===== config.mk =====
export PLATFORM = sky130hd
export DESIGN_NAME = cram_loader_flat
export DESIGN_NICKNAME = d
export VERILOG_FILES = /design/src/rtl/cram_loader_pkg.sv /design/src/rtl/cram_loader_if.sv /design/src/rtl/cram_rb_packer.sv /design/src/rtl/cram_loader.sv /design/src/flat_wrapper.sv
export SDC_FILE = /design/constraint.sdc
export NUM_CORES = 1
export LEC_CHECK = 0
export ABC_AREA = 1
export CORE_ASPECT_RATIO = 0.9
export CORE_MARGIN = 5
export CORE_UTILIZATION = 60
export DETAILED_ROUTE_END_ITERATION = 10
export DONT_BUFFER_PORTS = 1
export GPL_TIMING_DRIVEN = 1
export PLACE_DENSITY = 0.83
export SKIP_CTS_REPAIR_TIMING = 1
export SYNTH_ARGS = -nofsm -noshare
export SYNTH_HDL_FRONTEND = slang
export SYNTH_SLANG_ARGS = --single-unit

===== constraint.sdc =====
create_clock -name clk -period 2.4 [get_ports clk]
set_input_delay 0.48 -clock clk [delete_from_list [all_inputs] [get_ports clk]]
set_output_delay 0.48 -clock clk [all_outputs]
set_load 0.01 [all_outputs]

===== src/rtl/cram_loader_pkg.sv =====
// Shared types and constants for the CRAM chain loader.
package cram_loader_pkg;

  typedef logic [1:0] state_t;

  localparam state_t ST_IDLE   = 2'd0;
  localparam state_t ST_LOAD   = 2'd1;
  localparam state_t ST_FINISH = 2'd2;

  // Bit counter must be able to hold the full chain length.
  function automatic int cnt_width(input int chain_len);
    return $clog2(chain_len + 1);
  endfunction

endpackage


===== src/rtl/cram_loader_if.sv =====
// Configuration word stream in, readback word stream out.
interface cram_loader_if #(parameter int WORD_W = 8) ();

  logic [WORD_W-1:0] cfg_data;
  logic              cfg_valid;
  logic              cfg_ready;
  logic [WORD_W-1:0] rb_data;
  logic              rb_valid;

  modport master (output cfg_data, cfg_valid, input cfg_ready, rb_data, rb_valid);
  modport slave  (input cfg_data, cfg_valid, output cfg_ready, rb_data, rb_valid);

endinterface


===== src/rtl/cram_rb_packer.sv =====
// Serial-to-parallel packer: first bit lands in bit 0; flush emits a zero-padded partial word.
module cram_rb_packer #(
  parameter int WORD_W = 8
) (
  input  logic              clk,
  input  logic              rst,
  input  logic              clear,
  input  logic              bit_in,
  input  logic              bit_en,
  input  logic              flush,
  output logic [WORD_W-1:0] rb_data,
  output logic              rb_valid
);

  localparam int IDX_W = (WORD_W > 1) ? $clog2(WORD_W) : 1;

  logic [WORD_W-1:0] acc;
  logic [WORD_W-1:0] acc_nxt;
  logic [IDX_W-1:0]  idx;
  logic              full;
  logic              emit;

  always_comb begin
    acc_nxt = acc;
    if (bit_en) acc_nxt[idx] = bit_in;
  end

  assign full = bit_en && (idx == IDX_W'(WORD_W - 1));
  assign emit = full || (flush && (bit_en || (idx != '0)));

  always_ff @(posedge clk) begin
    if (rst || clear) begin
      acc      <= '0;
      idx      <= '0;
      rb_data  <= '0;
      rb_valid <= 1'b0;
    end else begin
      rb_valid <= emit;
      if (emit) begin
        rb_data <= acc_nxt;
        acc     <= '0;
        idx     <= '0;
      end else if (bit_en) begin
        acc <= acc_nxt;
        idx <= idx + IDX_W'(1);
      end
    end
  end

endmodule


===== src/rtl/cram_loader.sv =====
// Serial CRAM chain loader: streams words LSB-first into the chain, packs old contents as readback.
//   state     | meaning
//   ST_IDLE   | waiting for start; fabric holds its last enable state
//   ST_LOAD   | accepting words and shifting the chain; fabric disabled and in reset
//   ST_FINISH | one cycle after the final shift; pulses done and releases the fabric
module cram_loader
  import cram_loader_pkg::*;
#(
  parameter int CHAIN_LEN = 256,
  parameter int WORD_W    = 8
) (
  input  logic         clk,
  input  logic         rst,
  input  logic         start,
  input  logic         abort,
  cram_loader_if.slave cfg,
  output logic         config_data_out,
  output logic         config_en,
  input  logic         config_data_in,
  output logic         le_en,
  output logic         le_nrst,
  output logic         busy,
  output logic         done,
  output logic         err
);

  localparam int CNT_W = cnt_width(CHAIN_LEN);
  localparam int BL_W  = $clog2(WORD_W + 1);

  state_t            state;
  logic [WORD_W-1:0] sreg;
  logic [BL_W-1:0]   bits_left;
  logic [CNT_W-1:0]  bit_cnt;
  logic              dout_hold;
  logic              err_q;
  logic              le_q;

  logic shift;
  logic last_shift;
  logic room;
  logic take;
  logic start_ok;
  logic abort_ok;

  assign shift      = (state == ST_LOAD) && (bits_left != '0);
  assign last_shift = shift && (bit_cnt == CNT_W'(CHAIN_LEN - 1));
  // A new word is only useful if at least one more shift remains after this cycle.
  assign room       = shift ? (bit_cnt < CNT_W'(CHAIN_LEN - 1)) : (bit_cnt < CNT_W'(CHAIN_LEN));
  assign start_ok   = (state == ST_IDLE) && start && !abort;
  assign abort_ok   = (state == ST_LOAD) && abort;

  assign cfg.cfg_ready = (state == ST_LOAD) && room &&
                         ((bits_left == '0) || ((bits_left == BL_W'(1)) && shift));
  assign take          = cfg.cfg_valid && cfg.cfg_ready;

  assign config_en       = shift;
  assign config_data_out = shift ? sreg[0] : dout_hold;
  assign busy            = (state != ST_IDLE);
  assign done            = (state == ST_FINISH);
  assign err             = err_q;
  assign le_en           = le_q;
  assign le_nrst         = le_q;

  always_ff @(posedge clk) begin
    if (rst) begin
      state     <= ST_IDLE;
      sreg      <= '0;
      bits_left <= '0;
      bit_cnt   <= '0;
      dout_hold <= 1'b0;
      err_q     <= 1'b0;
      le_q      <= 1'b0;
    end else begin
      err_q <= abort_ok;
      if (shift) dout_hold <= sreg[0];
      case (state)
        ST_IDLE: begin
          if (start_ok) begin
            state     <= ST_LOAD;
            bit_cnt   <= '0;
            bits_left <= '0;
            le_q      <= 1'b0;
          end
        end
        ST_LOAD: begin
          if (abort_ok) begin
            state     <= ST_IDLE;
            sreg      <= '0;
            bits_left <= '0;
          end else begin
            if (shift) bit_cnt <= bit_cnt + CNT_W'(1);
            // Leftover bits of the final word are dropped once the chain is full.
            if (last_shift) begin
              state     <= ST_FINISH;
              sreg      <= '0;
              bits_left <= '0;
            end else if (take) begin
              sreg      <= cfg.cfg_data;
              bits_left <= BL_W'(WORD_W);
            end else if (shift) begin
              sreg      <= sreg >> 1;
              bits_left <= bits_left - BL_W'(1);
            end
          end
        end
        ST_FINISH: begin
          state <= ST_IDLE;
          le_q  <= 1'b1;
        end
        default: state <= ST_IDLE;
      endcase
    end
  end

  cram_rb_packer #(.WORD_W(WORD_W)) u_packer (
    .clk      (clk),
    .rst      (rst),
    .clear    (start_ok || abort_ok),
    .bit_in   (config_data_in),
    .bit_en   (shift),
    .flush    (last_shift),
    .rb_data  (cfg.rb_data),
    .rb_valid (cfg.rb_valid)
  );

endmodule


===== src/flat_wrapper.sv =====
// flat-port wrapper written by rule: the top's interface ports become plain ports
module cram_loader_flat import cram_loader_pkg::*;
#(
  parameter int CHAIN_LEN = 256,
  parameter int WORD_W    = 8
)
  (clk, rst, start, abort, config_data_out, config_en, config_data_in, le_en, le_nrst, busy, done, err, cfg_cfg_data, cfg_cfg_valid, cfg_cfg_ready, cfg_rb_data, cfg_rb_valid);
  cram_loader_if #(.WORD_W(WORD_W)) cfg_i ();
  input  logic clk;
  input  logic rst;
  input  logic start;
  input  logic abort;
  output logic config_data_out;
  output logic config_en;
  input  logic config_data_in;
  output logic le_en;
  output logic le_nrst;
  output logic busy;
  output logic done;
  output logic err;
  input wire logic [$bits(cfg_i.cfg_data)-1:0] cfg_cfg_data;
  input wire logic [$bits(cfg_i.cfg_valid)-1:0] cfg_cfg_valid;
  output wire logic [$bits(cfg_i.cfg_ready)-1:0] cfg_cfg_ready;
  output wire logic [$bits(cfg_i.rb_data)-1:0] cfg_rb_data;
  output wire logic [$bits(cfg_i.rb_valid)-1:0] cfg_rb_valid;
  assign cfg_i.cfg_data = cfg_cfg_data;
  assign cfg_i.cfg_valid = cfg_cfg_valid;
  assign cfg_cfg_ready = cfg_i.cfg_ready;
  assign cfg_rb_data = cfg_i.rb_data;
  assign cfg_rb_valid = cfg_i.rb_valid;
  cram_loader #(.CHAIN_LEN(CHAIN_LEN), .WORD_W(WORD_W)) u_core (.clk(clk), .rst(rst), .start(start), .abort(abort), .cfg(cfg_i), .config_data_out(config_data_out), .config_en(config_en), .config_data_in(config_data_in), .le_en(le_en), .le_nrst(le_nrst), .busy(busy), .done(done), .err(err));
endmodule

* After elaboration in Yosys (flattened, before gate mapping)
Cells that the tools add are included.
** Storage, ports and cells
- Flip-flop bits (word level) :: 46
- Latch bits :: 0
- Memory bits (writable) :: 0
- ROM bits :: 0
- Input port bits :: 14
- Memories :: 0
** Cells by class
- Add/sub/neg operators :: 3
- Multiply operators :: 0
- Divide/modulo/power cells :: 0
- Order comparisons :: 4
- Equal/unequal tests :: 10
- Shift operators :: 0
- Multiplexer cells :: 26
- Bitwise operators :: 0
- Reductions and logical operators :: 32
** Operator list (count)
- 8-bit 2-to-1 mux :: 5
- 9-bit 2-to-1 mux :: 3
- 4-bit 2-to-1 mux :: 5
- 9-bit one-hot mux with 2 select lines :: 1
- 1-bit logical AND :: 12
- 9-bit by 1-bit adder with 9-bit output, second input constant :: 1
- 9-bit by 8-bit == test with 1-bit output, second input constant :: 1
- 9-bit by 8-bit less-than comparator with 1-bit output, second input constant :: 1
- 9-bit less-than comparator, second input constant :: 1
- 8-bit bitwise mux :: 1
- 4-bit one-hot mux with 2 select lines :: 1
- 4-bit nonzero test :: 2
- 2-bit 2-to-1 mux :: 3
- 2-bit AND reduction :: 3
- 2-bit nonzero test :: 3
- 1-bit logical OR :: 5
- 5-bit by 2-bit != test with 1-bit output, second input constant :: 1
- 4-bit by 1-bit == test with 1-bit output, second input constant :: 1
- 4-bit zero test :: 1
- 3-bit by 4-bit less-than comparator with 1-bit output, second input constant :: 1
- 1-bit 2-to-1 mux :: 4
- 2-bit by 1-bit != test with 1-bit output, second input constant :: 2
- 2-bit one-hot mux with 2 select lines :: 1
- 4-bit AND reduction :: 1
- other kinds (15) :: 15

* Longest topological paths before layout
- Depth in word-level cells :: 10
- Mapped depth :: 12

* Modules after synthesis
Synthesis repeated with hierarchy kept, for this count alone.
** Second synthesis, totals
- Cells, all modules :: 315
- Area, all modules :: 2301.0 um^2
** By module, submodules not included
- cram_loader :: times used 1, cells an instance 199, area an instance 1410.1 um^2, sequential area each 520.5 um^2
- cram_rb_packer :: times used 1, cells an instance 116, area an instance 890.9 um^2, sequential area each 400.4 um^2

* Worst setup path after synthesis
No wires, ideal clock.
- Kind :: register -> output
- Start :: register u_core.bits_left[0]
- End :: output config_data_out
- Data arrival time :: 1.306 ns
- Required time :: 1.920 ns
- Setup slack :: 0.614 ns
- Stages on the path, launching flop included :: 9
- Buffers on the path :: 0
- Path through :: dfxtp_1 > inv_1 > ha_1 > nand2_1 > nand2_4 > inv_2 > or2_2 > o21ai_0 > inv_1
** Between the ends
- Word-level cells in the longest chain between the ends :: 3
** RTL lines
- start, declared :: RTL line cram_loader.sv:32 : logic [BL_W-1:0] bits_left;
- start signal, assigned :: RTL line cram_loader.sv:99 : bits_left <= BL_W'(WORD_W);
- start signal, assigned :: RTL line cram_loader.sv:102 : bits_left <= bits_left - BL_W'(1);
- 4-bit nonzero test :: RTL line cram_loader.sv:45 : assign shift = (state == ST_LOAD) && (bits_left != '0);
- 1-bit logical AND :: RTL line cram_loader.sv:45
- net config_en :: RTL line flat_wrapper.sv:14 : output logic config_en;
- 1-bit 2-to-1 mux :: RTL line cram_loader.sv:57 : assign config_data_out = shift ? sreg[0] : dout_hold;
- end, declared :: RTL line flat_wrapper.sv:13 : output logic config_data_out;
The timed path passes the listed nets, and every way through them passes these cells.

* Worst setup path in the final report
Same ends and word-level chain as after synthesis.

==> reports/results.md <==
| Item | This run | Unit |
|---|---|---|
| Outcome | finished, final reports clean | - |
| Part of the cycle the worst path needs | 93.1 | % |
| Final antenna diode count | 0 | - |
| Detailed Routing Iterations Pass 1 | 5 | - |
| Total power density per cell area | 571 | nW/µm² |
| Die height | 70.0 | µm |
| HPWL after detailed placement | 3210 | µm |
| FILL cells | 330 | - |
| Die area | 5360 | µm² |
| Post-Synthesis Mean Instance Area | 7.45 | µm² |
| Layout overhead on the synthesized area | 3.71 | % |
| Clock root buffer | clkbuf_8 | - |
| Time the worst path needs with I/O delays and setup | 2.23 | ns |
| Pin count of the biggest net entering global routing | 19 | - |
| Number of violations of the max-capacitance limit | 0 | - |
| Initial Util | 63.4 | % |
| Number of buffers added by the clock tree synthesis step | 5 | - |
| Highest Clock Rate | 448 | MHz |
| Most used cells in the layout excluding fill and tap cells | nand2_1, inv_1, dfxtp_1 | - |
| Capturing element type of the critical path | output port | - |
| Area share of the largest cell type after synthesis | 38.4 | % |
| Number of top-level pins | 31 | - |
| Post-layout power | 1.42 | mW |
| CTS tree | built | - |
| Proportion of synthesized chip area in sequential cells | 38.4 | % |
| Cell row count | 21 | - |
| Final number of setup-violating endpoints | 0 | - |
| Library cells used by synthesis | 40 | - |
| Number of antenna violations at the first check in global routing | 0 | - |
| Kind of start point of the critical path | flop | - |
| Worst-case hold slack | 0.244 | ns |
| Number of input and output port buffers inserted | 0 | - |
| Critical path arrival | 1.75 | ns |
| Total overflow reported by the global router | 0 | - |
| CTS H-Tree Depth | 2 | - |
| Post-layout nets | 343 | - |
| Final routed wirelength across all metal layers | 4390 | µm |
| Most area-hungry cell type in the Yosys netlist | dfxtp_1 | - |
| # DRC | 0 | - |
| Critical setup path kind | flop to output port | - |
| Worst clock skew on the final layout | 0.00413 | ns |
| Cell area after synthesis | 2400 | µm² |
| Global routing usage summed across all routing layers | 17.7 | % |
| Setup repair after global routing missed its margin | false | - |
| Leading cell types by total area after synthesis | dfxtp_1, nand2_1, inv_1, nor2_1, a21oi_1 | - |
| Final Hold Fails | 0 | - |
| Required time reported for the critical path endpoint | 1.92 | ns |
| Flip-flop and latch count after synthesis | 46 | - |
| Vias per inst | 5.19 | - |
| Chip width | 76.6 | µm |
| Synth Warn # | 0 | - |
| Syn nets | 343 | - |
| Iteration-0 DRC count of the detailed router | 101 | - |
| TNS Setup | 0 | ns |
| Worst min-delay path class | input port to flop | - |
| Setup slack after placement | 0.330 | ns |
| Number of buffers on the longest clock path | 2 | - |
| Measured slew at the worst slew-check pin | 0.400 | ns |
| First-pass GRT wire length | 7800 | µm |
| Maximum fanout along the worst path | 8 | - |
| Post-route antenna net violation count | 0 | - |
| Area inside the core boundary | 3780 | µm² |
| Vias | 1911 | - |
| Worst slew margin relative to its limit | 73.1 | % |
| Vias in the first global route | 1718 | - |
| Final Wtd Congestion | 0.860 | - |
| Final max-slew violation count | 0 | - |
| Source-to-sink clock delay at the later pin of the worst-skew pair | 0.29 | ns |
| Leakage component of the power | 1.18 | nW |
| Final standard cell utilization of the core | 65.7 | % |
| Most common cell after layout, fill and taps aside | nand2_1 | - |
| Average detailed-routed wire length per instance | 11.9 | µm |
| Max VDD drop | 490 | µV |
| Clock transition at path regs | 0.08 | ns |
| Final setup slack of the worst path | 0.167 | ns |
| Number of instances in the synthesized netlist | 322 | - |
| Fraction of layout instances using a drive strength above 1 | 13.0 | % |
| Total number of clock tree sinks | 46 | - |
-- worst paths after layout --
kind | from | end | slack (ns) | cells past startpoint
worst max-delay path | u_core.bits_left[0] | config_data_out | 0.17 | 8
worst min-delay path | rst | u_core.bits_left[3] | 0.24 | 1
worst max register to register | u_core.bits_left[0] | u_core.sreg[1] | 0.31 | 11
worst min register to register | u_core.bit_cnt[4] | u_core.bit_cnt[4] | 0.46 | 2
-- through the flow --
stage,instances,area (µm²)
after global placement,359,2390
after detailed placement,359,2390
after floorplan,322,2400
final,368,2490
after global routing,368,2490
after CTS,366,2470
-- per-layer routing --
metal	vias to the layer above	track usage [%]	wire length [µm]
met3	7	6.17	255
met2	45	26.0	1880
met5	-	0	0
li1	1020	-	-
met1	839	24.6	2200
met4	0	4.66	55
-- worst max-delay path: stages, from the launching register on --
cell and delay [ns]:
dfxtp_1 0.33, inv_1 0.11, ha_1 0.17, nand2_1 0.11, nand2_4 0.16, inv_2 0.11
or2_2 0.29, o21ai_2 0.07, inv_1 0.10
-- kinds of logic after synthesis --
group	share of synthesized area [%]
AOI/OAI and AO/OA	12.5
DFF	38.4
buffers and inverters	12.3
xor gates and xnor gates	1.46
and+or+nand+nor	31.7
adders and majority gates	3.65
-- power by group --
| group | leakage, nW | internal [mW] | switching (mW) |
|---|---|---|---|
| clock network | 0.0438 | 0.196 | 0.248 |
| registers | 0.373 | 0.785 | 0.0135 |
| logic | 0.762 | 0.0592 | 0.119 |
-- Yosys cell counts (all sizes together) --
cell type  count
a31oi          1
nor4           2
clkinv         2
nand2         70
buf            8
or2            1
nand4         13
a21oi         23
dfxtp         46
nand3         12
clkbuf         1
a22o           8
o21ai          7
a21boi         1
nor2          44
inv           58
xor2           4
nor3b          1
ha             7
nor3           8
o21a           3
o211a          2
-- registers in the layout, summed over array words and instances, names as in the netlist --
signal,count
u_core.state,2
u_core.err,1
u_core.bit_cnt,9
u_core.u_packer.rb_valid,1
u_core.u_packer.rb_data,8
u_core.u_packer.idx,3
u_core.sreg,8
u_core.dout_hold,1
u_core.u_packer.acc,8
u_core.le_en,1
u_core.bits_left,4
-- area by class of cell --
| class | count | area [µm²] | share of cell area (%) |
|---|---|---|---|
| Multi-Input combinational cell | 207 | 1180 | 47.7 |
| Sequential cell | 46 | 921 | 37.0 |
| Inverter | 60 | 229 | 9.21 |
| Clock buffer | 5 | 68.8 | 2.77 |
| Tap cell | 46 | 57.6 | 2.32 |
| Timing Repair Buffer | 2 | 15.0 | 0.604 |
| Clock inverter | 2 | 10.0 | 0.403 |
Power figures use the tool's default switching activity.
